**src/rtl/ft60x_fifo_bridge.sv**
```systemverilog
// FT600/FT601 245-mode synchronous FIFO master bridging the FT60x pins to a TX valid/ready
// stream and an RX valid-only stream, with bounded bursts and round-robin direction arbitration.
module ft60x_fifo_bridge #(
    parameter int unsigned DATA_WIDTH = 32,
    parameter int unsigned BE_WIDTH   = DATA_WIDTH / 8,
    parameter int unsigned MAX_BURST  = 256
) (
    input  logic                  clk,
    input  logic                  reset_n,

    input  logic                  ft_txe_n,
    input  logic                  ft_rxf_n,
    input  logic [DATA_WIDTH-1:0] ft_data_i,
    output logic [DATA_WIDTH-1:0] ft_data_o,
    output logic                  ft_data_oe,
    input  logic [BE_WIDTH-1:0]   ft_be_i,
    output logic [BE_WIDTH-1:0]   ft_be_o,
    output logic                  ft_wr_n,
    output logic                  ft_rd_n,
    output logic                  ft_oe_n,

    input  logic [DATA_WIDTH-1:0] tx_data,
    input  logic [BE_WIDTH-1:0]   tx_be,
    input  logic                  tx_valid,
    output logic                  tx_ready,

    output logic [DATA_WIDTH-1:0] rx_data,
    output logic [BE_WIDTH-1:0]   rx_be,
    output logic                  rx_valid,
    input  logic                  rx_afull,

    output logic                  busy,
    output logic                  dir_wr
);

    localparam int unsigned CntW = $clog2(MAX_BURST + 1);
    localparam logic [CntW-1:0] MaxCnt  = CntW'(MAX_BURST);
    localparam logic [CntW-1:0] LastCnt = CntW'(MAX_BURST - 1);

    if (!((DATA_WIDTH == 16) || (DATA_WIDTH == 32))) begin : g_bad_width
        $error("ft60x_fifo_bridge: DATA_WIDTH must be 16 or 32");
    end
    if (BE_WIDTH != DATA_WIDTH / 8) begin : g_bad_be
        $error("ft60x_fifo_bridge: BE_WIDTH must equal DATA_WIDTH/8");
    end
    if ((MAX_BURST < 1) || (MAX_BURST > 4096)) begin : g_bad_burst
        $error("ft60x_fifo_bridge: MAX_BURST must be in 1..4096");
    end

    typedef enum logic [2:0] {
        StIdle,
        StWrite,
        StRdTurn,
        StRead,
        StRdEnd
    } state_e;

    state_e                state_q, state_d;
    logic                  last_wr_q, last_wr_d;
    logic [CntW-1:0]       burst_cnt_q, burst_cnt_d;
    logic [DATA_WIDTH-1:0] rx_data_q, rx_data_d;
    logic [BE_WIDTH-1:0]   rx_be_q, rx_be_d;
    logic                  rx_valid_q, rx_valid_d;

    logic wr_elig, rd_elig;
    logic burst_open, burst_last;
    logic wr_go, rd_go;

    // Pin-side strobes are decoded from the state register plus the live FT flags so that a
    // flag deasserting stops the transfer in the same cycle.
    always_comb begin
        wr_elig    = ~ft_txe_n & tx_valid;
        rd_elig    = ~ft_rxf_n & ~rx_afull;
        burst_open = (burst_cnt_q < MaxCnt);
        burst_last = (burst_cnt_q == LastCnt);

        tx_ready   = (state_q == StWrite) & ~ft_txe_n & burst_open;
        wr_go      = tx_ready & tx_valid;
        rd_go      = (state_q == StRead) & rd_elig & burst_open;

        ft_wr_n    = ~wr_go;
        ft_rd_n    = ~rd_go;
        ft_oe_n    = ~((state_q == StRdTurn) | (state_q == StRead));
        ft_data_oe = (state_q == StWrite);
        ft_data_o  = tx_data;
        ft_be_o    = tx_be;

        busy       = (state_q != StIdle);
        dir_wr     = (state_q == StWrite);

        rx_data    = rx_data_q;
        rx_be      = rx_be_q;
        rx_valid   = rx_valid_q;
    end

    always_comb begin
        state_d     = state_q;
        last_wr_d   = last_wr_q;
        burst_cnt_d = burst_cnt_q;
        rx_data_d   = rx_data_q;
        rx_be_d     = rx_be_q;
        rx_valid_d  = 1'b0;

        if (rd_go) begin
            rx_data_d  = ft_data_i;
            rx_be_d    = ft_be_i;
            rx_valid_d = 1'b1;
        end

        unique case (state_q)
            StIdle: begin
                burst_cnt_d = '0;
                // On a tie, serve the direction that did not own the previous burst.
                if (wr_elig && (!rd_elig || !last_wr_q)) begin
                    state_d = StWrite;
                end else if (rd_elig) begin
                    state_d = StRdTurn;
                end
            end
            StWrite: begin
                if (wr_go) begin
                    burst_cnt_d = burst_cnt_q + CntW'(1);
                end
                if (!wr_go || burst_last) begin
                    state_d   = StIdle;
                    last_wr_d = 1'b1;
                end
            end
            StRdTurn: begin
                state_d = StRead;
            end
            StRead: begin
                if (rd_go) begin
                    burst_cnt_d = burst_cnt_q + CntW'(1);
                end
                if (!rd_go || burst_last) begin
                    state_d = StRdEnd;
                end
            end
            StRdEnd: begin
                state_d   = StIdle;
                last_wr_d = 1'b0;
            end
            default: begin
                state_d = StIdle;
            end
        endcase
    end

    always_ff @(posedge clk or negedge reset_n) begin
        if (!reset_n) begin
            state_q     <= StIdle;
            last_wr_q   <= 1'b0;
            burst_cnt_q <= '0;
            rx_data_q   <= '0;
            rx_be_q     <= '0;
            rx_valid_q  <= 1'b0;
        end else begin
            state_q     <= state_d;
            last_wr_q   <= last_wr_d;
            burst_cnt_q <= burst_cnt_d;
            rx_data_q   <= rx_data_d;
            rx_be_q     <= rx_be_d;
            rx_valid_q  <= rx_valid_d;
        end
    end

endmodule

```
**config.mk**
```make
export PLATFORM = sky130hd
export DESIGN_NAME = ft60x_fifo_bridge
export DESIGN_NICKNAME = d
export VERILOG_FILES = /design/src/rtl/ft60x_fifo_bridge.sv
export SDC_FILE = /design/constraint.sdc
export NUM_CORES = 1
export LEC_CHECK = 0
export BUFFER_PORTS_ARGS = -buffer_cell sky130_fd_sc_hd__buf_4
export CAP_MARGIN = 5
export CORE_UTILIZATION = 42
export DETAILED_ROUTE_END_ITERATION = 16
export PLACE_DENSITY = 0.81
export SETUP_SLACK_MARGIN = 0.4
export SLEW_MARGIN = 20
export SYNTH_ARGS = -nofsm -noshare
export SYNTH_HDL_FRONTEND = slang
export SYNTH_SLANG_ARGS = --single-unit
```
**constraint.sdc**
```tcl
create_clock -name clk -period 1.95 [get_ports clk]
set_input_delay 0.0975 -clock clk [delete_from_list [all_inputs] [get_ports clk]]
set_output_delay 0.0975 -clock clk [all_outputs]
set_load 0.05 [all_outputs]
```
# After elaboration in Yosys (flattened, before gate mapping)
# Cells that the tools add are included.
# Widths: inputs -> output; s select.
# totals
reg_bits	50
in_bits	78
out_inout_bits	80
word_cells	58
# op_classes
add_sub_neg	1
order_cmp	1
eq_ne	10
muxes	11
bitwise	14
n_reduce_logical	15
# ops
cell	count
$pmux 9 s3	1
$mux 9	2
$mux 3	4
$pmux 3 s4	1
$add 9x1->9 const B	1
$eq 9x8->1 const B	1
$lt 9x9->1 const B	1
$and 1x1->1	7
$eq 3x2->1 const B	2
$ne 2x1->1 const B	3
$not 1->1	6
$reduce_and 3->1	2
$reduce_bool 3->1	2
$logic_not 1->1	4
$eq 3x1->1 const B	1
$eq 3x3->1 const B	1
$logic_not 3->1	1
$logic_or 1x1->1	3
$ne 3x3->1 const B	1
$mux 1	2
$ne 2x2->1 const B	1
$pmux 1 s2	1
$reduce_and 2->1	1
$reduce_bool 2->1	1
other kinds (2)	2

# Depth between registers and ports, before layout
# Gate-level depths: netlist of the first run.
# logic_depth
ltp_word	8
ltp_mapped	6
depth_no_buf	6

# Worst setup path after synthesis of the first run
# Ideal clock, no wire load.
# synth_path
path_type	flip-flop to flip-flop
from	register state_q[1]
to	register burst_cnt_q[7]
setup_ns	0.066
arrival_ns	2.452
t_required_ns	1.884
path_slack_ns	-0.568
path_stages_with_launch	6
path_buffers	1
period_less_slack_ns	2.518
path_cell_list	dfrtp_1 > buf_4 > nor3b_2 > nand3_2 > a2111oi_0 > a221o_1
# synth_via
elab_chain_len	6
elab_cells_between_ends	13
cone_classes	4 x eq/ne; 1 x mux; 5 x bitwise; 3 x reduce/logical
# synth_rtl
element	line_no	rtl
start, declared	58	state_e state_q, state_d;
start signal, assigned	152	state_q <= StIdle;
start signal, assigned	159	state_q <= state_d;
$eq 3x1->1 (*)	-	
via dir_wr	33	output logic dir_wr
$and 1x1->1 (2 in series)	77	tx_ready = (state_q == StWrite) & ~ft_txe_n & burst_open;
$and 1x1->1	78	wr_go = tx_ready & tx_valid;
$ne 2x1->1 (no source line)	-	
$reduce_and 3->1 (no source line)	-	
end signal, assigned	161	burst_cnt_q <= burst_cnt_d;
end, declared	60	logic [CntW-1:0] burst_cnt_q, burst_cnt_d;
# Mark *: on every way through the listed nets, which the timed path passes. The rest lies on a longest branch.
# A chain may end at the register's enable or synchronous reset.

# Final worst setup path of the first run
# layout_path
from	register state_q[1]
to	register burst_cnt_q[7]
# layout_via
elab_chain_len	6
elab_cells_between_ends	13
cone_classes	4 x eq/ne; 1 x mux; 5 x bitwise; 3 x reduce/logical
# layout_rtl
element	line_no
$eq 3x1->1	77, 110
$and 1x1->1 (2 in series)	77
$and 1x1->1	78
$ne 2x1->1 (no source line)	-
$reduce_and 3->1 (no source line)	-
# Several ways; a longest one is shown, not always the timed one.

==> results of run 1 <==
==> state kept, by name, summed over array words and instances (netlist names) <==
signal and cells:
burst_cnt_q 9, state_q 3, rx_be 4, last_wr_q 1, rx_valid 1, rx_data 32
==> kinds of logic after synthesis <==
| kind of cell | Yosys count | synth area share (%) |
|---|---|---|
| DFF | 50 | 51.7 |
| buffers and inverters | 48 | 13.6 |
| AOI/OAI and AO/OA | 29 | 8.06 |
| muxes | 37 | 17.2 |
| xor gates and xnor gates | 1 | 0.362 |
| and+or+nand+nor | 32 | 8.06 |
| adders and majority gates | 2 | 1.03 |
==> worst paths after layout <==
kind                                         start                         end  cells after the start
setup / recovery            state_q[1]$_DFFE_PN0P_  burst_cnt_q[7]$_DFFE_PN0P_                      4
hold / removal                        ft_data_i[6]      rx_data[6]$_DFFE_PN0P_                      2
setup reg to reg            state_q[1]$_DFFE_PN0P_  burst_cnt_q[7]$_DFFE_PN0P_                      4
hold reg to reg            rx_data[28]$_DFFE_PN0P_     rx_data[28]$_DFFE_PN0P_                      1
max in group asynchronous                  reset_n  burst_cnt_q[8]$_DFFE_PN0P_                      2
min in group asynchronous                  reset_n     rx_data[26]$_DFFE_PN0P_                      2
==> repair_timing <==
item / in CTS / in global routing
gates resized for setup: 14 / 9
pin swaps: 8 / 4
gates cloned: 1 / 0
hold buffers: 1 / 0
setup buffers: 9 / 1
endpoints found under the hold margin: 50 / 0
setup endpoints to repair: 40 / 53
==> stage by stage <==
step / area [um^2] / total power, mW / setup slack [ps]
CTS: 3130 / 5.63 / 289
global route: 3180 / 5.91 / 272
detailed placement: 2910 / 4.88 / 140
finish: 3180 / 5.65 / 338
floorplan: 2450 / 4.14 / -52.0
global placement: 2910 / 4.80 / 220
==> power groups by stage <==
stage	logic, mW	clock network [mW]	registers [mW]
final	3.28	0.609	1.76
after global routing	3.42	0.673	1.82
after CTS	3.25	0.631	1.75
after detailed placement	3.12	0	1.76
after global placement	3.07	0	1.73
after floorplan	1.10	0	3.04
==> layout by cell type (no fill, tap or decap), types with 2 or more instances in the layout <==
cell	instances
sky130_fd_sc_hd__buf_12	2
sky130_fd_sc_hd__o31ai_1	2
sky130_fd_sc_hd__nand2_1	8
sky130_fd_sc_hd__nand3_4	2
sky130_fd_sc_hd__buf_6	4
sky130_fd_sc_hd__buf_4	91
sky130_fd_sc_hd__a211oi_2	2
sky130_fd_sc_hd__mux2_2	37
sky130_fd_sc_hd__a221o_1	2
sky130_fd_sc_hd__or2_2	2
sky130_fd_sc_hd__dfrtp_2	2
sky130_fd_sc_hd__a21o_1	2
sky130_fd_sc_hd__nand3_1	2
sky130_fd_sc_hd__nor2_1	4
sky130_fd_sc_hd__o21ai_0	10
sky130_fd_sc_hd__a21oi_1	2
sky130_fd_sc_hd__inv_1	4
sky130_fd_sc_hd__or3_1	2
sky130_fd_sc_hd__clkbuf_8	6
sky130_fd_sc_hd__o21a_1	2
sky130_fd_sc_hd__dfrtp_1	48
==> layer usage <==
metal	vias up	global-route usage [%]	part of all wire, %
li1	777	-	-
met1	830	18.5	40
met2	62	29.9	52
met3	25	4.35	6.1
met4	0	7.41	2.4
met5	-	0	0
==> worst max-delay path, stage by stage, from the launching register on <==
cell                       delay [ps]
sky130_fd_sc_hd__dfrtp_1          440
sky130_fd_sc_hd__nor4b_4          330
sky130_fd_sc_hd__a211oi_2         150
sky130_fd_sc_hd__or2_4            280
sky130_fd_sc_hd__a221o_1          310
==> area by class of cell <==
| type | instances | share of cell area [%] |
|---|---|---|
| Clock inverter | 1 | 0.157 |
| Tap cell | 72 | 2.83 |
| Timing Repair Buffer | 99 | 24.9 |
| Multi-Input combinational cell | 102 | 29.5 |
| Inverter | 4 | 0.472 |
| Clock buffer | 7 | 2.71 |
| Sequential cell | 50 | 39.4 |
==> run_summary.xml, run 1 <==
<?xml version="1.0" encoding="UTF-8"?>
<metrics>
  <group name="power">
    <metric name="power.clock.fraction" unit="%">10.8</metric>
    <metric name="power.sequential.fraction" unit="%">31.2</metric>
    <metric name="power.static_leakage" unit="nW">1.54</metric>
    <metric name="total_switching_power" unit="mW">2.72</metric>
    <metric name="internal_power" unit="mW">2.93</metric>
    <metric name="switching_share" unit="%">48.1</metric>
    <metric name="power.combinational.fraction" unit="%">58.0</metric>
    <metric name="power.ir.vdd_worst" unit="mV">1.02</metric>
    <metric name="powerDensity" unit="mW/mm^2">1780</metric>
  </group>
  <group name="drt">
    <metric name="routed-via-count" unit="">1694</metric>
    <metric name="routed_via_density" unit="">5.06</metric>
    <metric name="wire_length_per_cell" unit="um">14.8</metric>
    <metric name="detail_route.iter0.violations" unit="">73</metric>
    <metric name="post-route-drc-count" unit="">0</metric>
    <metric name="drtAntennaViolNets" unit="">0</metric>
    <metric name="drt_pass1_iterations" unit="">4</metric>
    <metric name="routed_wire_length" unit="mm">4.96</metric>
  </group>
  <group name="clock_tree">
    <metric name="clock_pin_slew_on_the_worst_setup_and_hold_paths" unit="ps">90</metric>
    <metric name="numCtsBuffers" unit="">5</metric>
    <metric name="cts.path.max_buffers" unit="">2</metric>
    <metric name="cts-htree-levels" unit="">2</metric>
    <metric name="clock_sink_total" unit="">50</metric>
    <metric name="cts_tree" unit="">yes</metric>
    <metric name="ctsRootBufferMaster" unit="">sky130_fd_sc_hd__clkbuf_8</metric>
    <metric name="clock_insertion_delay_worst_skew" unit="ps">290</metric>
  </group>
  <group name="final_layout">
    <metric name="number_of_filler_cells_placed_in_the_layout" unit="">470</metric>
    <metric name="area_delta_synth_final" unit="%">31.4</metric>
    <metric name="finish.net_count" unit="">342</metric>
    <metric name="finalCoreUtilization" unit="%">57.5</metric>
    <metric name="antenna_cells" unit="">0</metric>
    <metric name="final_cells" unit="">335</metric>
    <metric name="multi_input_area" unit="um^2">940</metric>
    <metric name="drive_gt1_share" unit="%">61.6</metric>
    <metric name="regArea" unit="mm^2">0.00125</metric>
  </group>
  <group name="logic_synthesis">
    <metric name="synth_commonest_cells" unit="">50 x sky130_fd_sc_hd__dfrtp_1, 38 x sky130_fd_sc_hd__buf_4, 37 x sky130_fd_sc_hd__mux2_2</metric>
    <metric name="yosys.cell_count.top_type" unit="">sky130_fd_sc_hd__dfrtp_1</metric>
    <metric name="yosys-top-cells-area" unit="">sky130_fd_sc_hd__dfrtp_1 52%, sky130_fd_sc_hd__mux2_2 17%, sky130_fd_sc_hd__buf_4 12%</metric>
    <metric name="post_synth_instance_area" unit="mm^2">0.00242</metric>
    <metric name="yosysSeqAreaShare" unit="%">51.7</metric>
    <metric name="synth_top_area_share" unit="%">51.7</metric>
    <metric name="warnings_synthesis" unit="">0</metric>
    <metric name="ys_seq_elements" unit="">50</metric>
    <metric name="dominantRegCellSynth" unit="">sky130_fd_sc_hd__dfrtp_1</metric>
    <metric name="synthCells" unit="">199</metric>
    <metric name="postSynthAreaPerCell" unit="um^2">12.2</metric>
    <metric name="synth.net_count" unit="">279</metric>
    <metric name="distinct_cell_type_count_after_synthesis" unit="">35</metric>
    <metric name="synth_async_reset_ratio" unit="%">100</metric>
    <metric name="synth_enable_flop_cells" unit="">0</metric>
    <metric name="synth_area_leader_cell" unit="">sky130_fd_sc_hd__dfrtp_1</metric>
  </group>
  <group name="floorplanning">
    <metric name="chip_width" unit="um">77.9</metric>
    <metric name="die_area" unit="mm^2">0.00608</metric>
    <metric name="core_region_area" unit="mm^2">0.00554</metric>
    <metric name="fp-row-count" unit="">27</metric>
    <metric name="io-pin-count" unit="">158</metric>
    <metric name="die_y" unit="um">77.9</metric>
    <metric name="start_util" unit="%">43.7</metric>
  </group>
  <group name="critical_path">
    <metric name="timing.critical_path.arrival" unit="ps">1790</metric>
    <metric name="timing.reg2reg.setup_slack" unit="ps">340</metric>
    <metric name="critical_path.max_fanout" unit="">5</metric>
    <metric name="end_kind" unit="">flop</metric>
    <metric name="required" unit="ps">2130</metric>
    <metric name="critical_path.startpoint_type" unit="">flop</metric>
    <metric name="worstSetupPathType" unit="">reg -&gt; reg</metric>
  </group>
  <group name="timing">
    <metric name="final-hold-violation-count" unit="">0</metric>
    <metric name="timing.slew.headroom" unit="%">58.0</metric>
    <metric name="setup_tns" unit="ps">0</metric>
    <metric name="grt_setup_unrepaired" unit="">yes</metric>
    <metric name="finClkSkew" unit="ps">4.86</metric>
    <metric name="finalCritPeriodShare" unit="%">82.7</metric>
    <metric name="timing.hold.ws" unit="ps">29.9</metric>
    <metric name="worst_pin_slew" unit="ps">629</metric>
    <metric name="finalWorstPathRequiredPeriod" unit="ps">1610</metric>
    <metric name="finalMaxSlewViolations" unit="">0</metric>
    <metric name="fmax" unit="GHz">0.620</metric>
    <metric name="setup_viol" unit="">0</metric>
  </group>
  <group name="grt">
    <metric name="via_count_of_the_first_global_routing_pass" unit="">1760</metric>
    <metric name="grt_remaining_overflow" unit="">0</metric>
    <metric name="grt_pass1_wl" unit="mm">7.94</metric>
    <metric name="pin_count_of_the_biggest_net_entering_global_routing" unit="">51</metric>
    <metric name="grt_antenna_before_repair" unit="">0</metric>
    <metric name="gr-usage-all-layers" unit="%">16.7</metric>
  </group>
  <group name="placed_design">
    <metric name="io_buffer_count" unit="">85</metric>
    <metric name="place_inst" unit="">315</metric>
    <metric name="place_congestion" unit="">0.765</metric>
    <metric name="post-dp-hpwl" unit="mm">3.33</metric>
  </group>
  <group name="worst_hold_path">
    <metric name="path_class_of_the_lowest_slack_min_delay_path" unit="">in -&gt; reg</metric>
  </group>
  <group name="run">
    <metric name="maximum_capacitance_violations" unit="">0</metric>
  </group>
  <group name="run_status">
    <metric name="run_status" unit="">complete, no violations</metric>
  </group>
</metrics>
Power figures use the tool's default switching activity.
==> run 2: changes to the inputs <==
CORE_UTILIZATION = 38   (was 42)
PLACE_DENSITY = 0.77   (was 0.81)
clock period = 1.35 ns   (was 1.95 ns; I/O delays follow)
==> run_summary.xml, run 2 (same netlist as run 1, synthesis figures left out) <==
<?xml version="1.0" encoding="UTF-8"?>
<metrics>
  <group name="grt">
    <metric name="use_met2" unit="%">33.0</metric>
    <metric name="grtUsageMet1" unit="%">20.9</metric>
    <metric name="grt_pass1_wl" unit="mm">9.14</metric>
    <metric name="gr-usage-all-layers" unit="%">18.3</metric>
    <metric name="pin_count_of_the_biggest_net_entering_global_routing" unit="">51</metric>
    <metric name="via_count_of_the_first_global_routing_pass" unit="">1959</metric>
    <metric name="globalRoute.busiestLayer" unit="">met2</metric>
    <metric name="grt_remaining_overflow" unit="">0</metric>
    <metric name="grt_antenna_before_repair" unit="">0</metric>
    <metric name="grt_util_met3" unit="%">4.00</metric>
  </group>
  <group name="critical_path">
    <metric name="end_kind" unit="">flop</metric>
    <metric name="timing.reg2reg.setup_slack" unit="ps">-290</metric>
    <metric name="cp_cell_sequence" unit="">buf_4 -&gt; nor4b_4 -&gt; a211oi_1 -&gt; or2_4 -&gt; a221o_1</metric>
    <metric name="critical_path_cell_with_the_highest_stage_delay" unit="">sky130_fd_sc_hd__dfrtp_2</metric>
    <metric name="r2r_cells" unit="">5</metric>
    <metric name="worstReg2RegEnd" unit="">burst_cnt_q[7]$_DFFE_PN0P_</metric>
    <metric name="max_stage_delay" unit="ps">440</metric>
    <metric name="crit_end" unit="">burst_cnt_q[7]$_DFFE_PN0P_</metric>
    <metric name="timing.critical_path.arrival" unit="ps">1830</metric>
    <metric name="required" unit="ps">1540</metric>
    <metric name="worst_r2r_startpoint" unit="">burst_cnt_q[8]$_DFFE_PN0P_</metric>
    <metric name="critical_path.max_fanout" unit="">7</metric>
    <metric name="worstSetupPathType" unit="">reg -&gt; reg</metric>
    <metric name="critical_path.startpoint_type" unit="">flop</metric>
    <metric name="worstSetupStartpoint" unit="">burst_cnt_q[8]$_DFFE_PN0P_</metric>
  </group>
  <group name="clock_tree">
    <metric name="clock_sink_total" unit="">50</metric>
    <metric name="cts.path.max_buffers" unit="">2</metric>
    <metric name="cts-htree-levels" unit="">2</metric>
    <metric name="clock_insertion_delay_worst_skew" unit="ps">300</metric>
    <metric name="cts_tree" unit="">yes</metric>
    <metric name="numCtsBuffers" unit="">5</metric>
    <metric name="clock_pin_slew_on_the_worst_setup_and_hold_paths" unit="ps">90</metric>
    <metric name="ctsRootBufferMaster" unit="">sky130_fd_sc_hd__clkbuf_8</metric>
  </group>
  <group name="drt">
    <metric name="routed-via-count" unit="">1940</metric>
    <metric name="detail_route.iter0.violations" unit="">82</metric>
    <metric name="drtAntennaViolNets" unit="">0</metric>
    <metric name="wire_length_per_cell" unit="um">15.4</metric>
    <metric name="post-route-drc-count" unit="">0</metric>
    <metric name="routed_wire_length" unit="mm">6.14</metric>
    <metric name="drt_pass1_iterations" unit="">4</metric>
    <metric name="routed_via_density" unit="">4.86</metric>
  </group>
  <group name="final_layout">
    <metric name="largest_register_ff_count" unit="">32</metric>
    <metric name="drive_gt1_share" unit="%">61.7</metric>
    <metric name="layout.cells.most_common_list" unit="">68 x sky130_fd_sc_hd__buf_4, 48 x sky130_fd_sc_hd__buf_6, 47 x sky130_fd_sc_hd__dfrtp_1, 36 x sky130_fd_sc_hd__mux2_2, 33 x sky130_fd_sc_hd__dlygate4sd3_1</metric>
    <metric name="leading_cell_type_in_the_layout_fill_and_taps_excluded" unit="">sky130_fd_sc_hd__buf_4</metric>
    <metric name="area_delta_synth_final" unit="%">66.9</metric>
    <metric name="stdcell_area" unit="mm^2">0.00404</metric>
    <metric name="final_cells" unit="">399</metric>
    <metric name="antenna_cells" unit="">0</metric>
    <metric name="finish.net_count" unit="">403</metric>
  </group>
  <group name="placed_design">
    <metric name="post-dp-hpwl" unit="mm">3.48</metric>
    <metric name="place_congestion" unit="">0.755</metric>
    <metric name="preCtsSetupSlack" unit="ps">-320</metric>
    <metric name="io_buffer_count" unit="">85</metric>
    <metric name="place_inst" unit="">340</metric>
    <metric name="placed_cell_area" unit="mm^2">0.00306</metric>
  </group>
  <group name="run">
    <metric name="maximum_capacitance_violations" unit="">0</metric>
  </group>
  <group name="power">
    <metric name="powerDensity" unit="mW/mm^2">2300</metric>
    <metric name="power.static_leakage" unit="nW">1.94</metric>
    <metric name="power.ir.vdd_worst" unit="mV">1.66</metric>
    <metric name="total_power" unit="mW">9.31</metric>
  </group>
  <group name="timing">
    <metric name="finalMaxSlewViolations" unit="">0</metric>
    <metric name="grt_setup_unrepaired" unit="">yes</metric>
    <metric name="setup_tns" unit="ps">-12560</metric>
    <metric name="finClkSkew" unit="ps">6.35</metric>
    <metric name="finalWorstPathRequiredPeriod" unit="ps">1640</metric>
    <metric name="finalCritPeriodShare" unit="%">122</metric>
    <metric name="fmax" unit="GHz">0.608</metric>
    <metric name="setup_viol" unit="">56</metric>
    <metric name="setup_ws" unit="ps">-293</metric>
    <metric name="timing.slew.headroom" unit="%">58.1</metric>
    <metric name="final-hold-violation-count" unit="">0</metric>
    <metric name="worst_pin_slew" unit="ps">629</metric>
  </group>
  <group name="floorplanning">
    <metric name="fp-row-count" unit="">28</metric>
    <metric name="io-pin-count" unit="">158</metric>
    <metric name="core_region_area" unit="mm^2">0.00603</metric>
    <metric name="start_util" unit="%">40.2</metric>
    <metric name="chip_width" unit="um">81.8</metric>
    <metric name="die_y" unit="um">81.8</metric>
    <metric name="die_area" unit="mm^2">0.00670</metric>
  </group>
  <group name="run_status">
    <metric name="run_status" unit="">complete, but fails checks</metric>
    <metric name="failed_checks" unit="">negative setup slack</metric>
  </group>
  <group name="worst_hold_path">
    <metric name="path_class_of_the_lowest_slack_min_delay_path" unit="">in -&gt; reg</metric>
  </group>
</metrics>
==> run 2: worst min path at each step <==
stage / from / endpoint / slack, ps / depth (start not counted)
6_report: ft_be_i[2] / rx_be[2]$_DFFE_PN0P_ / 10 / 2
2_1_floorplan: reset_n / burst_cnt_q[0]$_DFFE_PN0P_ / -230 / 0
4_1_cts: ft_be_i[2] / rx_be[2]$_DFFE_PN0P_ / 1 / 2
3_3_place_gp: reset_n / rx_data[2]$_DFFE_PN0P_ / 130 / 1
5_1_grt: ft_be_i[2] / rx_be[2]$_DFFE_PN0P_ / 4 / 2
3_5_place_dp: reset_n / rx_be[1]$_DFFE_PN0P_ / 140 / 1
==> run 2: layer usage <==
metal | share of wire, % | wire length (um) | vias to the layer above
met3 | 5.7 | 347 | 19
met4 | 1.5 | 91 | 0
li1 | - | - | 905
met5 | 0 | 0 | -
met1 | 37 | 2240 | 950
met2 | 56 | 3460 | 66
==> run 2: critical path, delay by kind of cell, from the launching register on <==
family | cells | cell delay, ps
compound gates | 2 | 450
buf+inv | 1 | 160
flops | 1 | 440
simple gates | 2 | 500
==> run 2: where the power goes <==
group / internal (mW) / total, mW / switching (mW)
clock: 0.415 / 0.897 / 0.482
sequential: 2.13 / 2.63 / 0.494
combinational: 2.52 / 5.78 / 3.27
==> run 2: stage by stage <==
stage / hold WS (ps) / utilization [%]
final: 9.62 / 67.1
after global routing: 4.14 / 67.1
after global placement: 131 / 50.7
after floorplan: -228 / -
after CTS: 1.06 / 64.8
after detailed placement: 135 / 50.7
==> run 2: area by class of cell <==
| cell class | instances | area, um^2 |
|---|---|---|
| Clock buffer | 7 | 86.3 |
| Tap cell | 75 | 93.8 |
| Fill cell | 414 | 1980 |
| Multi-Input combinational cell | 101 | 976 |
| Clock inverter | 1 | 5.00 |
| Timing Repair Buffer | 161 | 1610 |
| Sequential cell | 50 | 1250 |
| Inverter | 4 | 15.0 |
==> run 2: repair_timing <==
| item | in CTS | in global routing |
|---|---|---|
| setup buffers | 11 | 5 |
| cloned | 2 | 0 |
| hold buffers | 33 | 0 |
| setup endpoints to repair | 85 | 88 |
| endpoints found under the hold margin | 82 | 0 |
| pin swaps | 10 | 7 |
| gates resized for setup | 77 | 24 |
